<file path="config.mk">
export PLATFORM = sky130hd
export DESIGN_NAME = pc_unit_pipelined
export DESIGN_NICKNAME = d
export VERILOG_FILES = /design/src/rtl/pc_unit_pipelined.sv
export SDC_FILE = /design/constraint.sdc
export NUM_CORES = 1
export LEC_CHECK = 0
export CELL_PAD_IN_SITES_DETAIL_PLACEMENT = 1
export CELL_PAD_IN_SITES_GLOBAL_PLACEMENT = 1
export CORE_AREA = 2 2 144 146
export CTS_CLUSTER_DIAMETER = 100
export DETAILED_ROUTE_END_ITERATION = 7
export DIE_AREA = 0 0 146 148
export GPL_TIMING_DRIVEN = 0
export PLACE_DENSITY_LB_ADDON = 0.1
export SKIP_CTS_REPAIR_TIMING = 1
export SLEW_MARGIN = 20
export SYNTH_ARGS = -nofsm -noshare
export SYNTH_HDL_FRONTEND = slang
export SYNTH_SLANG_ARGS = --single-unit
</file>
<file path="constraint.sdc">
create_clock -name clk -period 6.5 [get_ports clk]
set_clock_uncertainty 0.15 [all_clocks]
set_input_delay 1.95 -clock clk [delete_from_list [all_inputs] [get_ports clk]]
set_output_delay 1.95 -clock clk [all_outputs]
set_load 0.005 [all_outputs]
</file>
<file path="src/rtl/pc_unit_pipelined.sv">
// Next-PC selection and PC register for the MIPS fetch stage.
// A redirect that arrives while fetch cannot advance is held until it can.
//
// state | meaning
// IDLE  | first cycle after reset, no fetch issued yet
// RUN   | fetching, PC follows the computed target on every advance
// HOLD  | fetching, a captured redirect waits for the next advance
module pc_unit_pipelined #(
    parameter int unsigned     XLEN      = 32,
    parameter logic [XLEN-1:0] RESET_VEC = 32'h0000_0000,
    parameter logic [XLEN-1:0] EXC_VEC   = 32'h0000_0800
) (
    input  logic            clk,
    input  logic            rst_n,
    input  logic            fetch_ready,
    input  logic            stall,
    input  logic [25:0]     instr_idx,
    input  logic [XLEN-1:0] br_offset,
    input  logic            branch,
    input  logic            equal,
    input  logic            bneorbeq,
    input  logic            jump,
    input  logic            isjr,
    input  logic [XLEN-1:0] jr_target,
    input  logic            iseret,
    input  logic [XLEN-1:0] epc,
    input  logic            hasexp,
    output logic [XLEN-1:0] pc,
    output logic            fetch_req,
    output logic            redirect_pending,
    output logic            misalign_exc,
    output logic [XLEN-1:0] badaddr
);

    typedef enum logic [1:0] {
        IDLE = 2'd0,
        RUN  = 2'd1,
        HOLD = 2'd2
    } state_t;

    state_t          state;
    logic [XLEN-1:0] pend_target;

    logic [XLEN-1:0] pc4;
    logic [XLEN-1:0] br_t;
    logic [XLEN-1:0] j_t;
    logic [XLEN-1:0] target;
    logic [XLEN-1:0] fault;
    logic            taken;
    logic            redirect;
    logic            misaligned;
    logic            advance;

    assign advance = fetch_req & fetch_ready & ~stall;

    always_comb begin
        pc4        = pc + XLEN'(4);
        taken      = branch & (equal ^ bneorbeq);
        br_t       = pc4 + (br_offset << 2);
        j_t        = {pc4[XLEN-1:28], instr_idx, 2'b00};
        target     = pc4;
        redirect   = 1'b0;
        misaligned = 1'b0;
        fault      = epc;
        if (hasexp) begin
            target   = EXC_VEC;
            redirect = 1'b1;
        end else if (iseret) begin
            redirect = 1'b1;
            fault    = epc;
            if (epc[1:0] != 2'b00) begin
                target     = EXC_VEC;
                misaligned = 1'b1;
            end else begin
                target = epc;
            end
        end else if (isjr) begin
            redirect = 1'b1;
            fault    = jr_target;
            if (jr_target[1:0] != 2'b00) begin
                target     = EXC_VEC;
                misaligned = 1'b1;
            end else begin
                target = jr_target;
            end
        end else if (jump) begin
            target   = j_t;
            redirect = 1'b1;
        end else if (taken) begin
            target   = br_t;
            redirect = 1'b1;
        end
    end

    always_ff @(posedge clk or negedge rst_n) begin
        if (!rst_n) begin
            state            <= IDLE;
            pc               <= RESET_VEC;
            pend_target      <= RESET_VEC;
            fetch_req        <= 1'b0;
            redirect_pending <= 1'b0;
            misalign_exc     <= 1'b0;
            badaddr          <= '0;
        end else begin
            misalign_exc <= 1'b0;
            case (state)
                IDLE: begin
                    state     <= RUN;
                    fetch_req <= 1'b1;
                end
                RUN: begin
                    if (advance) begin
                        pc <= target;
                        if (misaligned) begin
                            misalign_exc <= 1'b1;
                            badaddr      <= fault;
                        end
                    end else if (redirect) begin
                        pend_target      <= target;
                        redirect_pending <= 1'b1;
                        state            <= HOLD;
                        if (misaligned) begin
                            misalign_exc <= 1'b1;
                            badaddr      <= fault;
                        end
                    end
                end
                HOLD: begin
                    if (advance) begin
                        pc               <= pend_target;
                        redirect_pending <= 1'b0;
                        state            <= RUN;
                    end else if (hasexp) begin
                        // an exception outranks whatever redirect was captured first
                        pend_target <= EXC_VEC;
                    end
                end
                default: begin
                    state            <= IDLE;
                    fetch_req        <= 1'b0;
                    redirect_pending <= 1'b0;
                end
            endcase
        end
    end

endmodule

</file>
# ---- After elaboration in Yosys (flattened, before gate mapping)
# Cells that the tools add are included.
dict set report totals {
  ff_bits 101
  input_bits 133
  output_inout_bits 67
  wordCells 78
}
dict set report classes {
  add_sub_neg 2
  n_eq_ne 8
  n_mux 44
  n_bitwise 6
  reduce_logical 11
}
# op count
set op_table {}
lappend op_table {{32-bit two-way mux} 19}
lappend op_table {{32-bit one-hot mux with 2 select lines} 2}
lappend op_table {{32-bit by 3-bit adder with 32-bit output, second input constant} 1}
lappend op_table {{32-bit adder} 1}
lappend op_table {{1-bit two-way mux} 17}
lappend op_table {{2-bit inequality test, second input constant} 6}
lappend op_table {{2-bit nonzero test} 4}
lappend op_table {{2-bit two-way mux} 3}
lappend op_table {{2-bit one-hot mux with 3 select lines} 1}
lappend op_table {{3-bit AND reduction} 2}
lappend op_table {{5-bit AND reduction} 1}
lappend op_table {{4-bit AND reduction} 1}
lappend op_table {{1-bit AND} 3}
lappend op_table {{1-bit one-hot mux with 3 select lines} 1}
lappend op_table {{2-bit by 1-bit equality test with 1-bit output, second input constant} 1}
lappend op_table {{2-bit equality test, second input constant} 1}
lappend op_table {{2-bit logical NOT} 1}
lappend op_table {{1-bit inverter} 2}
lappend op_table {{1-bit one-hot mux with 2 select lines} 1}
lappend op_table {{2-bit AND reduction} 1}
lappend op_table {{2-bit OR reduction} 1}
lappend op_table {{1-bit bitwise XOR} 1}

# ---- Logic depth before layout (Yosys ltp)
# Gate-level depths: netlist of run 1.
dict set report logic_depth {
  ltp_word 10
  depth_mapped 18
}

# ---- Least setup slack after synthesis of run 1
# No wires, ideal clock.
dict set report synth_path {
  path_kind {in2reg}
  start {in br_offset[0]}
  end {reg pc[16]}
  setup_ps 77
  t_arrival_ps 4199
  slack_ps 2074
  cell_stages 13
  n_path_buf 0
  cell_sequence {ha_1 > inv_1 > fa_1 > nor2b_1 > o31a_4 > o41ai_4 > o311ai_2 > a21oi_2 > xor2_1 > o211ai_1 > o21ai_1 > a2111o_1 > a21oi_1}
}
dict set report synth_via {
  elab_chain_cells 8
}
# element line
set synth_rtl {}
lappend synth_rtl {{start, declared} 18} ;# input logic [XLEN-1:0] br_offset,
lappend synth_rtl {{32-bit adder} 59} ;# br_t = pc4 + (br_offset << 2);
lappend synth_rtl {{32-bit two-way mux} 89} ;# end else if (taken) begin
lappend synth_rtl {{32-bit two-way mux} 86} ;# end else if (jump) begin
lappend synth_rtl {{32-bit two-way mux} 77} ;# end else if (isjr) begin
lappend synth_rtl {{32-bit two-way mux} 68} ;# end else if (iseret) begin
lappend synth_rtl {{32-bit two-way mux} 65} ;# if (hasexp) begin
lappend synth_rtl {{32-bit two-way mux} 112} ;# if (advance) begin
lappend synth_rtl {{32-bit one-hot mux with 2 select lines} 106} ;# case (state)
lappend synth_rtl {{end signal, assigned} 113} ;# pc <= target;
lappend synth_rtl {{end signal, assigned} 130} ;# pc <= pend_target;
lappend synth_rtl {{end, declared} 28} ;# output logic [XLEN-1:0] pc,
# No other way between the ends. The select of a mux whose other input is x is not followed.
# A chain may end at the register's enable or synchronous reset.

# ---- Worst setup path in the final report of run 1
dict set report layout_path {
  start {in isjr}
  end {reg pend_target[28]}
}
dict set report layout_via {
  elab_chain_cells 6
  elab_cells_between_ends 11
}
# element line
set layout_rtl {}
lappend layout_rtl {{start, declared} 23} ;# input logic isjr,
lappend layout_rtl {{32-bit two-way mux} 77}
lappend layout_rtl {{32-bit two-way mux} 68}
lappend layout_rtl {{32-bit two-way mux} 65}
lappend layout_rtl {{32-bit two-way mux} 118} ;# end else if (redirect) begin
lappend layout_rtl {{32-bit two-way mux} 112}
lappend layout_rtl {{32-bit one-hot mux with 2 select lines} 106}
lappend layout_rtl {{end signal, assigned} 119} ;# pend_target <= target;
lappend layout_rtl {{end, declared} 42} ;# logic [XLEN-1:0] pend_target;
# Several ways; a longest one is shown, not always the timed one. The select of a mux whose other input is x is not followed.

==> flow_results.xml, run 1 <==
<?xml version="1.0" encoding="UTF-8"?>
<metrics>
  <group name="status">
    <metric name="run_status" unit="">finished clean</metric>
  </group>
  <group name="die">
    <metric name="dieArea" unit="sq um">21600</metric>
    <metric name="num_io_pins" unit="">200</metric>
    <metric name="initial_utilization" unit="%">38.5</metric>
    <metric name="die_x" unit="um">146</metric>
    <metric name="rows" unit="">52</metric>
    <metric name="core_area" unit="sq um">20000</metric>
    <metric name="die_height" unit="um">148</metric>
  </group>
  <group name="critical_path">
    <metric name="cp.arrival" unit="ps">5110</metric>
    <metric name="cp_cell_sequence" unit="">clkdlybuf4s50_1 &gt; or2_2 &gt; buf_2 &gt; nor2_2 &gt; nand2_1 &gt; a21boi_0 &gt; o21ai_0 &gt; nand2_1 &gt; buf_2 &gt; mux2_2</metric>
    <metric name="cp_slowest_cell" unit="">clkdlybuf4s50_1</metric>
    <metric name="worst_path_required" unit="ps">6590</metric>
    <metric name="crit_fanout" unit="">10</metric>
    <metric name="worst_setup_path_end_kind" unit="">flip-flop</metric>
    <metric name="start_kind" unit="">input pin</metric>
    <metric name="max_stage_delay" unit="ps">470</metric>
    <metric name="setup.worst_path.class" unit="">in2reg</metric>
  </group>
  <group name="routing">
    <metric name="detail-route-antenna-nets" unit="">0</metric>
    <metric name="vias_per_cell" unit="">5.66</metric>
    <metric name="routed-via-count" unit="">8072</metric>
    <metric name="drt_wl_total" unit="mm">31.6</metric>
    <metric name="wire_per_inst" unit="um">22.2</metric>
    <metric name="detail_route.drc_violations" unit="">0</metric>
    <metric name="detail_route.first_pass.iterations" unit="">5</metric>
    <metric name="dr.first_iter.drc_count" unit="">415</metric>
  </group>
  <group name="sta">
    <metric name="timing.final.ws_setup" unit="ps">1490</metric>
    <metric name="rsz0062_at_grt" unit="">false</metric>
    <metric name="max_slew.worst_pin.slew" unit="ps">882</metric>
    <metric name="finalHoldViolCount" unit="">0</metric>
    <metric name="fin_tns_setup" unit="ps">0</metric>
    <metric name="timing.fmax" unit="MHz">199</metric>
    <metric name="slew_headroom" unit="%">39.7</metric>
    <metric name="period_share" unit="%">77.1</metric>
    <metric name="timing.final.crit_period" unit="ps">5010</metric>
    <metric name="final-setup-viol-count" unit="">0</metric>
    <metric name="timing.final.max_slew_violations" unit="">0</metric>
  </group>
  <group name="placement">
    <metric name="placement.setup.worst_slack" unit="ps">1170</metric>
    <metric name="place_congestion" unit="">0.939</metric>
    <metric name="place.detailed.hpwl" unit="mm">25.6</metric>
    <metric name="placement.io_buffers" unit="">197</metric>
  </group>
  <group name="layout">
    <metric name="area.sequential" unit="sq um">2530</metric>
    <metric name="area_of_combinational_cells_with_multiple_inputs" unit="sq um">4870</metric>
    <metric name="fin_nets" unit="">1324</metric>
    <metric name="area_growth_syn_to_layout" unit="%">33.9</metric>
    <metric name="fillerInstances" unit="">2484</metric>
    <metric name="drive_gt1_share" unit="%">5.19</metric>
    <metric name="n_antenna_cell" unit="">0</metric>
    <metric name="layout.core_utilization" unit="%">51.6</metric>
  </group>
  <group name="clocking">
    <metric name="clock_tree_from_tritoncts" unit="">done</metric>
    <metric name="root_buffer" unit="">clkbuf_16</metric>
    <metric name="cts_buffers" unit="">9</metric>
    <metric name="clkTransAtPathRegs" unit="ps">80</metric>
    <metric name="htree_num_levels" unit="">3</metric>
    <metric name="worst_skew_pair.late_latency" unit="ps">360</metric>
    <metric name="max-clock-path-buffers" unit="">2</metric>
    <metric name="cts.sinks" unit="">101</metric>
  </group>
  <group name="synthesis">
    <metric name="syn-num-nets" unit="">1115</metric>
    <metric name="post_synth_instance_area" unit="sq um">7720</metric>
    <metric name="synth-seq-area-share" unit="%">32.7</metric>
    <metric name="syn_inst" unit="">944</metric>
    <metric name="synthDominantCellAreaShare" unit="%">32.7</metric>
    <metric name="synth.ff_latch_count" unit="">101</metric>
    <metric name="synth-warning-count" unit="">0</metric>
    <metric name="async_flop_share" unit="%">100</metric>
    <metric name="postSynthAreaPerCell" unit="sq um">8.18</metric>
    <metric name="synthDominantAreaCellType" unit="">dfrtp_1</metric>
    <metric name="post_synth_num_cell_types" unit="">71</metric>
    <metric name="synthTopCellsByArea" unit="">dfrtp_1, nand2_1, o21ai_0</metric>
    <metric name="synth_edf_count" unit="">0</metric>
    <metric name="synth-main-ff-cell" unit="">dfrtp_1</metric>
  </group>
  <group name="pwr">
    <metric name="total_leakage_power" unit="nW">4.29</metric>
    <metric name="vdd_drop_max" unit="uV">231</metric>
    <metric name="power_per_cell_area" unit="nW/um^2">375</metric>
  </group>
  <group name="grt">
    <metric name="global_route.overflow_total" unit="">0</metric>
    <metric name="grt.total_usage" unit="%">29.5</metric>
    <metric name="grt_pass1_vias" unit="">8152</metric>
    <metric name="initial_antenna_violation_count" unit="">0</metric>
    <metric name="grt_start_max_net_pins" unit="">71</metric>
    <metric name="first_pass_grt_wire_length" unit="mm">48.8</metric>
  </group>
  <group name="worst_hold_path">
    <metric name="timing.hold.worst.class" unit="">reg2reg</metric>
  </group>
  <group name="flow_run">
    <metric name="drv_cap" unit="">0</metric>
  </group>
</metrics>
## worst paths after layout
check                           depth (start not counted)         from         endpoint  slack, ps
worst max-delay path                                   10         isjr  pend_target[28]       1490
worst min-delay path                                    2  badaddr[29]      badaddr[29]        330
worst max register to register                         16        pc[4]           pc[16]       2060
worst min register to register                          2  badaddr[29]      badaddr[29]        330
max in group asynchronous                               2        rst_n           pc[27]       4190
min in group asynchronous                               1        rst_n       badaddr[4]       1300
## metrics by stage
stage | cell area (sq um) | power (mW) | cells | hold WS, ps
floorplan | 7720 | 2.35 | 944 | 291
CTS | 10300 | 3.88 | 1427 | 337
global placement | 10000 | 3.28 | 1411 | 308
detailed placement | 10100 | 3.32 | 1412 | 319
global route | 10300 | 4.17 | 1427 | 363
finish | 10300 | 3.88 | 1427 | 333
## metal layers
metal / vias up / track usage, % / share of wire (%)
met5: - / 0 / 0
met4: 0 / 6.75 / 1.4
met3: 24 / 4.23 / 6.1
met2: 239 / 46.4 / 45
met1: 3969 / 43.0 / 48
li1: 3840 / - / -
## synthesized netlist by cell type, types with 6 or more instances
cell / instances
inv_1: 26
nand4_1: 9
o211ai_1: 6
a21o_1: 19
a31oi_1: 12
dfrtp_1: 101
mux2i_1: 37
o21ai_0: 97
xor2_1: 20
and3_1: 10
clkbuf_1: 46
a21oi_1: 89
nand3_1: 22
nand2b_1: 8
a211oi_1: 12
nand2_1: 142
nor2_1: 58
o21ai_1: 11
mux2_2: 13
ha_1: 37
nor3_1: 16
and2_1: 6
xnor2_1: 28
a22oi_1: 6
a222oi_1: 6
## layout by cell type, fill, tap and decap left out, drive strengths merged, types with 14 or more instances in the layout
cell type / count
dfrtp: 101
clkdlybuf4s50: 196
a21o: 19
nor3: 18
nand2: 142
o21ai: 108
ha: 37
nand3: 22
clkbuf: 55
nor2: 59
mux2: 15
xnor2: 28
xor2: 20
inv: 28
mux2i: 37
a21oi: 91
buf: 14
## flip-flops by register name (all words and copies together) (netlist names)
signal and cells:
badaddr 32, pc 32, pend_target 32, state 2, fetch_req 1, misalign_exc 1, redirect_pending 1
## cell families (layout without fill, tap and decap cells)
family          Yosys count  in the layout  synth area share [%]
xor+xnor                 48             48                  5.44
simple gates            298            298                  17.6
flops                   101            101                  32.7
compound gates          323            323                  26.7
fa+ha+maj                38             38                  6.25
mux                      52             52                  6.98
buf+inv                  84            297                  4.26
## critical path: cells and delay by family
kind | cells | cell delay [ps]
AO/OA/AOI/OAI | 2 | 360
AND/OR/NAND/NOR | 4 | 1390
buffers and inverters | 3 | 1030
multiplexers | 1 | 380
## power by group
| part | internal (mW) | leakage (nW) | total, mW | switching (mW) |
|---|---|---|---|---|
| combinational | 1.00 | 2.86 | 2.20 | 1.20 |
| sequential | 0.883 | 1.29 | 1.13 | 0.248 |
| clock | 0.266 | 0.136 | 0.551 | 0.285 |
## layout make-up
type / instances / share of cell area (%)
multi-input combinational: 759 / 47.0
sequential: 101 / 24.4
timing repair buffer: 198 / 19.3
tap: 270 / 3.27
buffer: 58 / 2.24
clock buffer: 9 / 2.18
inverter: 26 / 0.944
clock inverter: 6 / 0.544
(Power assumes the default switching activity.)
==> inputs of run 2 (changes only) <==
--- a/config.mk
+++ b/config.mk
@@ -7,10 +7,10 @@
 export LEC_CHECK = 0
 export CELL_PAD_IN_SITES_DETAIL_PLACEMENT = 1
 export CELL_PAD_IN_SITES_GLOBAL_PLACEMENT = 1
-export CORE_AREA = 2 2 144 146
+export CORE_AREA = 2 2 148 150
 export CTS_CLUSTER_DIAMETER = 100
 export DETAILED_ROUTE_END_ITERATION = 7
-export DIE_AREA = 0 0 146 148
+export DIE_AREA = 0 0 150 152
 export GPL_TIMING_DRIVEN = 0
 export PLACE_DENSITY_LB_ADDON = 0.1
 export SKIP_CTS_REPAIR_TIMING = 1
==> constraint.sdc (replaced) <==
create_clock -name clk -period 4.75 [get_ports clk]
set_clock_uncertainty 0.15 [all_clocks]
set_input_delay 1.425 -clock clk [delete_from_list [all_inputs] [get_ports clk]]
set_output_delay 1.425 -clock clk [all_outputs]
set_load 0.005 [all_outputs]
==> run 2 against run 1 <==
Compared with the run above: setup slack got worse by 1200 ps; wire length fell by 1.2%; sequential share of layout area shrank 0.10 points; critical endpoint is now pend_target[31]; die area up 5.5%; combinational power is 36% higher; count of clock-buffer cells in the layout up 1.
==> flow_results.xml, run 2 (synthesis gave the netlist of run 1 again) <==
<?xml version="1.0" encoding="UTF-8"?>
<metrics>
  <group name="routing">
    <metric name="drt_wl_total" unit="mm">31.3</metric>
    <metric name="vias_per_cell" unit="">5.55</metric>
    <metric name="routed-via-count" unit="">7998</metric>
    <metric name="wire_per_inst" unit="um">21.7</metric>
    <metric name="dr.first_iter.drc_count" unit="">433</metric>
    <metric name="detail-route-antenna-nets" unit="">0</metric>
    <metric name="detail_route.first_pass.iterations" unit="">6</metric>
    <metric name="detail_route.drc_violations" unit="">0</metric>
  </group>
  <group name="grt">
    <metric name="grt_start_max_net_pins" unit="">71</metric>
    <metric name="first_pass_grt_wire_length" unit="mm">47.6</metric>
    <metric name="grt.total_usage" unit="%">27.3</metric>
    <metric name="initial_antenna_violation_count" unit="">0</metric>
    <metric name="global_route.overflow_total" unit="">0</metric>
    <metric name="grt_pass1_vias" unit="">8104</metric>
  </group>
  <group name="pwr">
    <metric name="power_frac_clock" unit="%">14.5</metric>
    <metric name="vdd_drop_max" unit="uV">373</metric>
    <metric name="swShare" unit="%">44.3</metric>
    <metric name="power_per_cell_area" unit="nW/um^2">513</metric>
    <metric name="total_leakage_power" unit="nW">4.30</metric>
    <metric name="cell_internal_pwr" unit="mW">2.97</metric>
    <metric name="seqPwrFrac" unit="%">29.1</metric>
    <metric name="share_comb_of_total_power" unit="%">56.3</metric>
    <metric name="power.switching" unit="mW">2.36</metric>
  </group>
  <group name="sta">
    <metric name="fin_worst_hold_slack" unit="ps">331</metric>
    <metric name="timing.final.max_slew_violations" unit="">0</metric>
    <metric name="slew_headroom" unit="%">27.5</metric>
    <metric name="rsz0062_at_grt" unit="">false</metric>
    <metric name="timing.final.crit_period" unit="ps">4450</metric>
    <metric name="period_share" unit="%">93.7</metric>
    <metric name="finalHoldViolCount" unit="">0</metric>
    <metric name="final-setup-viol-count" unit="">0</metric>
    <metric name="timing.fmax" unit="MHz">225</metric>
    <metric name="max_slew.worst_pin.slew" unit="ps">1060</metric>
  </group>
  <group name="worst_hold_path">
    <metric name="timing.hold.worst.class" unit="">reg2reg</metric>
    <metric name="worst_hold_path.num_cells" unit="">2</metric>
  </group>
  <group name="placement">
    <metric name="placement.io_buffers" unit="">197</metric>
    <metric name="place_congestion" unit="">0.893</metric>
    <metric name="detailed_place.area" unit="sq um">10100</metric>
    <metric name="place.detailed.hpwl" unit="mm">25.2</metric>
    <metric name="placed_instances" unit="">1422</metric>
  </group>
  <group name="critical_path">
    <metric name="setup.reg_to_reg.worst_slack" unit="ps">330</metric>
    <metric name="worst_setup_path_end_kind" unit="">flip-flop</metric>
    <metric name="worst_path_required" unit="ps">4840</metric>
    <metric name="setup.worst_path.class" unit="">in2reg</metric>
    <metric name="crit_path_end" unit="">pend_target[31]</metric>
    <metric name="start_kind" unit="">input pin</metric>
    <metric name="crit_fanout" unit="">8</metric>
    <metric name="reg2reg_to" unit="">pend_target[31]</metric>
    <metric name="cp.arrival" unit="ps">4540</metric>
    <metric name="startpoint" unit="">br_offset[18]</metric>
    <metric name="worst_r2r_path_depth" unit="">16</metric>
    <metric name="worst_r2r_startpoint" unit="">pc[4]</metric>
  </group>
  <group name="clocking">
    <metric name="cts.sinks" unit="">101</metric>
    <metric name="clkTransAtPathRegs" unit="ps">80</metric>
    <metric name="clock_tree_from_tritoncts" unit="">done</metric>
    <metric name="max-clock-path-buffers" unit="">2</metric>
    <metric name="root_buffer" unit="">clkbuf_16</metric>
    <metric name="cts_buffers" unit="">9</metric>
    <metric name="htree_num_levels" unit="">3</metric>
    <metric name="worst_skew_pair.late_latency" unit="ps">370</metric>
  </group>
  <group name="layout">
    <metric name="instances_no_fill" unit="">1440</metric>
    <metric name="layout_common_cells" unit="">clkdlybuf4s50_1, nand2_1, dfrtp_1</metric>
    <metric name="drive_gt1_share" unit="%">5.44</metric>
    <metric name="fin_nets" unit="">1325</metric>
    <metric name="fillerInstances" unit="">2587</metric>
    <metric name="final_design_area_no_fill" unit="sq um">10400</metric>
    <metric name="layout.core_utilization" unit="%">48.6</metric>
    <metric name="most_frequent_standard_cell_in_the_layout_excluding_fill_and_tap_cells" unit="">clkdlybuf4s50_1</metric>
    <metric name="area_growth_syn_to_layout" unit="%">34.5</metric>
    <metric name="top_regs" unit="">badaddr (32), pc (32), pend_target (32)</metric>
  </group>
  <group name="die">
    <metric name="die_height" unit="um">152</metric>
    <metric name="die_x" unit="um">150</metric>
    <metric name="num_io_pins" unit="">200</metric>
    <metric name="initial_utilization" unit="%">36.2</metric>
    <metric name="dieArea" unit="sq um">22800</metric>
    <metric name="core_area" unit="sq um">21400</metric>
    <metric name="rows" unit="">54</metric>
  </group>
  <group name="status">
    <metric name="run_status" unit="">finished clean</metric>
  </group>
  <group name="flow_run">
    <metric name="drv_cap" unit="">0</metric>
  </group>
</metrics>
[run 2: cell types whose count changed in the layout (fill, tap and decap cells not counted)]
cell | previous run | this run
a211oi_1 | 12 | 11
a211oi_2 | 0 | 1
buf_4 | 2 | 3
clkbuf_8 | 0 | 1
clkinv_2 | 0 | 1
clkinv_8 | 0 | 1
clkinvlp_4 | 1 | 0
diode_2 | 0 | 1
inv_8 | 2 | 1
[run 2: cell type report]
type | count | area, sq um | share of cell area [%]
inverters | 26 | 97.6 | 0.940
diodes | 1 | 2.50 | 0.0241
flip-flops and latches | 101 | 2530 | 24.3
multi-input cells | 759 | 4870 | 46.9
well taps | 280 | 350 | 3.37
clock buffers | 10 | 239 | 2.30
plain buffers | 58 | 231 | 2.23
repair buffers | 199 | 2010 | 19.3
clock inverters | 6 | 58.8 | 0.566
[run 2: worst min-delay path by stage]
stage                                 end  slack [ps]            start
after global routing          badaddr[11]         360      badaddr[11]
final                         badaddr[16]         330      badaddr[16]
after detailed placement  pend_target[15]         320  pend_target[15]
after CTS                 pend_target[12]         340  pend_target[12]
after global placement    pend_target[24]         310  pend_target[24]
after floorplan           pend_target[24]         290  pend_target[24]
[run 2: metal layers]
layer,part of all wire (%),vias up,track usage (%)
met5,0,-,0
met4,1.9,0,6.96
met3,5.1,28,3.24
met2,45,211,42.8
met1,48,3918,39.9
li1,-,3841,-
[run 2: through the flow]
step | setup TNS, ps | setup slack, ps | power (mW)
after floorplan | 0 | 849 | 3.22
after global routing | 0 | 31.2 | 5.73
final | 0 | 301 | 5.33
after CTS | 0 | 297 | 5.33
after detailed placement | -156 | -76.5 | 4.54
after global placement | -195540 | -1950 | 4.47
[run 2: worst max-delay path, cell delays in order]
cell,delay (ps)
clkdlybuf4s50_1,460
ha_1,300
buf_4,150
and4_1,250
nand3_1,160
or2_0,250
o21bai_1,200
o311ai_2,410
mux2_1,370
nor3_1,200
a21o_1,260
o21ai_1,90
[run 2: power groups by stage]
stage | sequential [mW] | clock, mW | combinational [mW]
3_5_place_dp | 1.57 | 0 | 2.98
2_1_floorplan | 1.49 | 0 | 1.73
5_1_grt | 1.61 | 0.819 | 3.31
3_3_place_gp | 1.55 | 0 | 2.92
6_report | 1.55 | 0.774 | 3.00
4_1_cts | 1.55 | 0.786 | 2.99
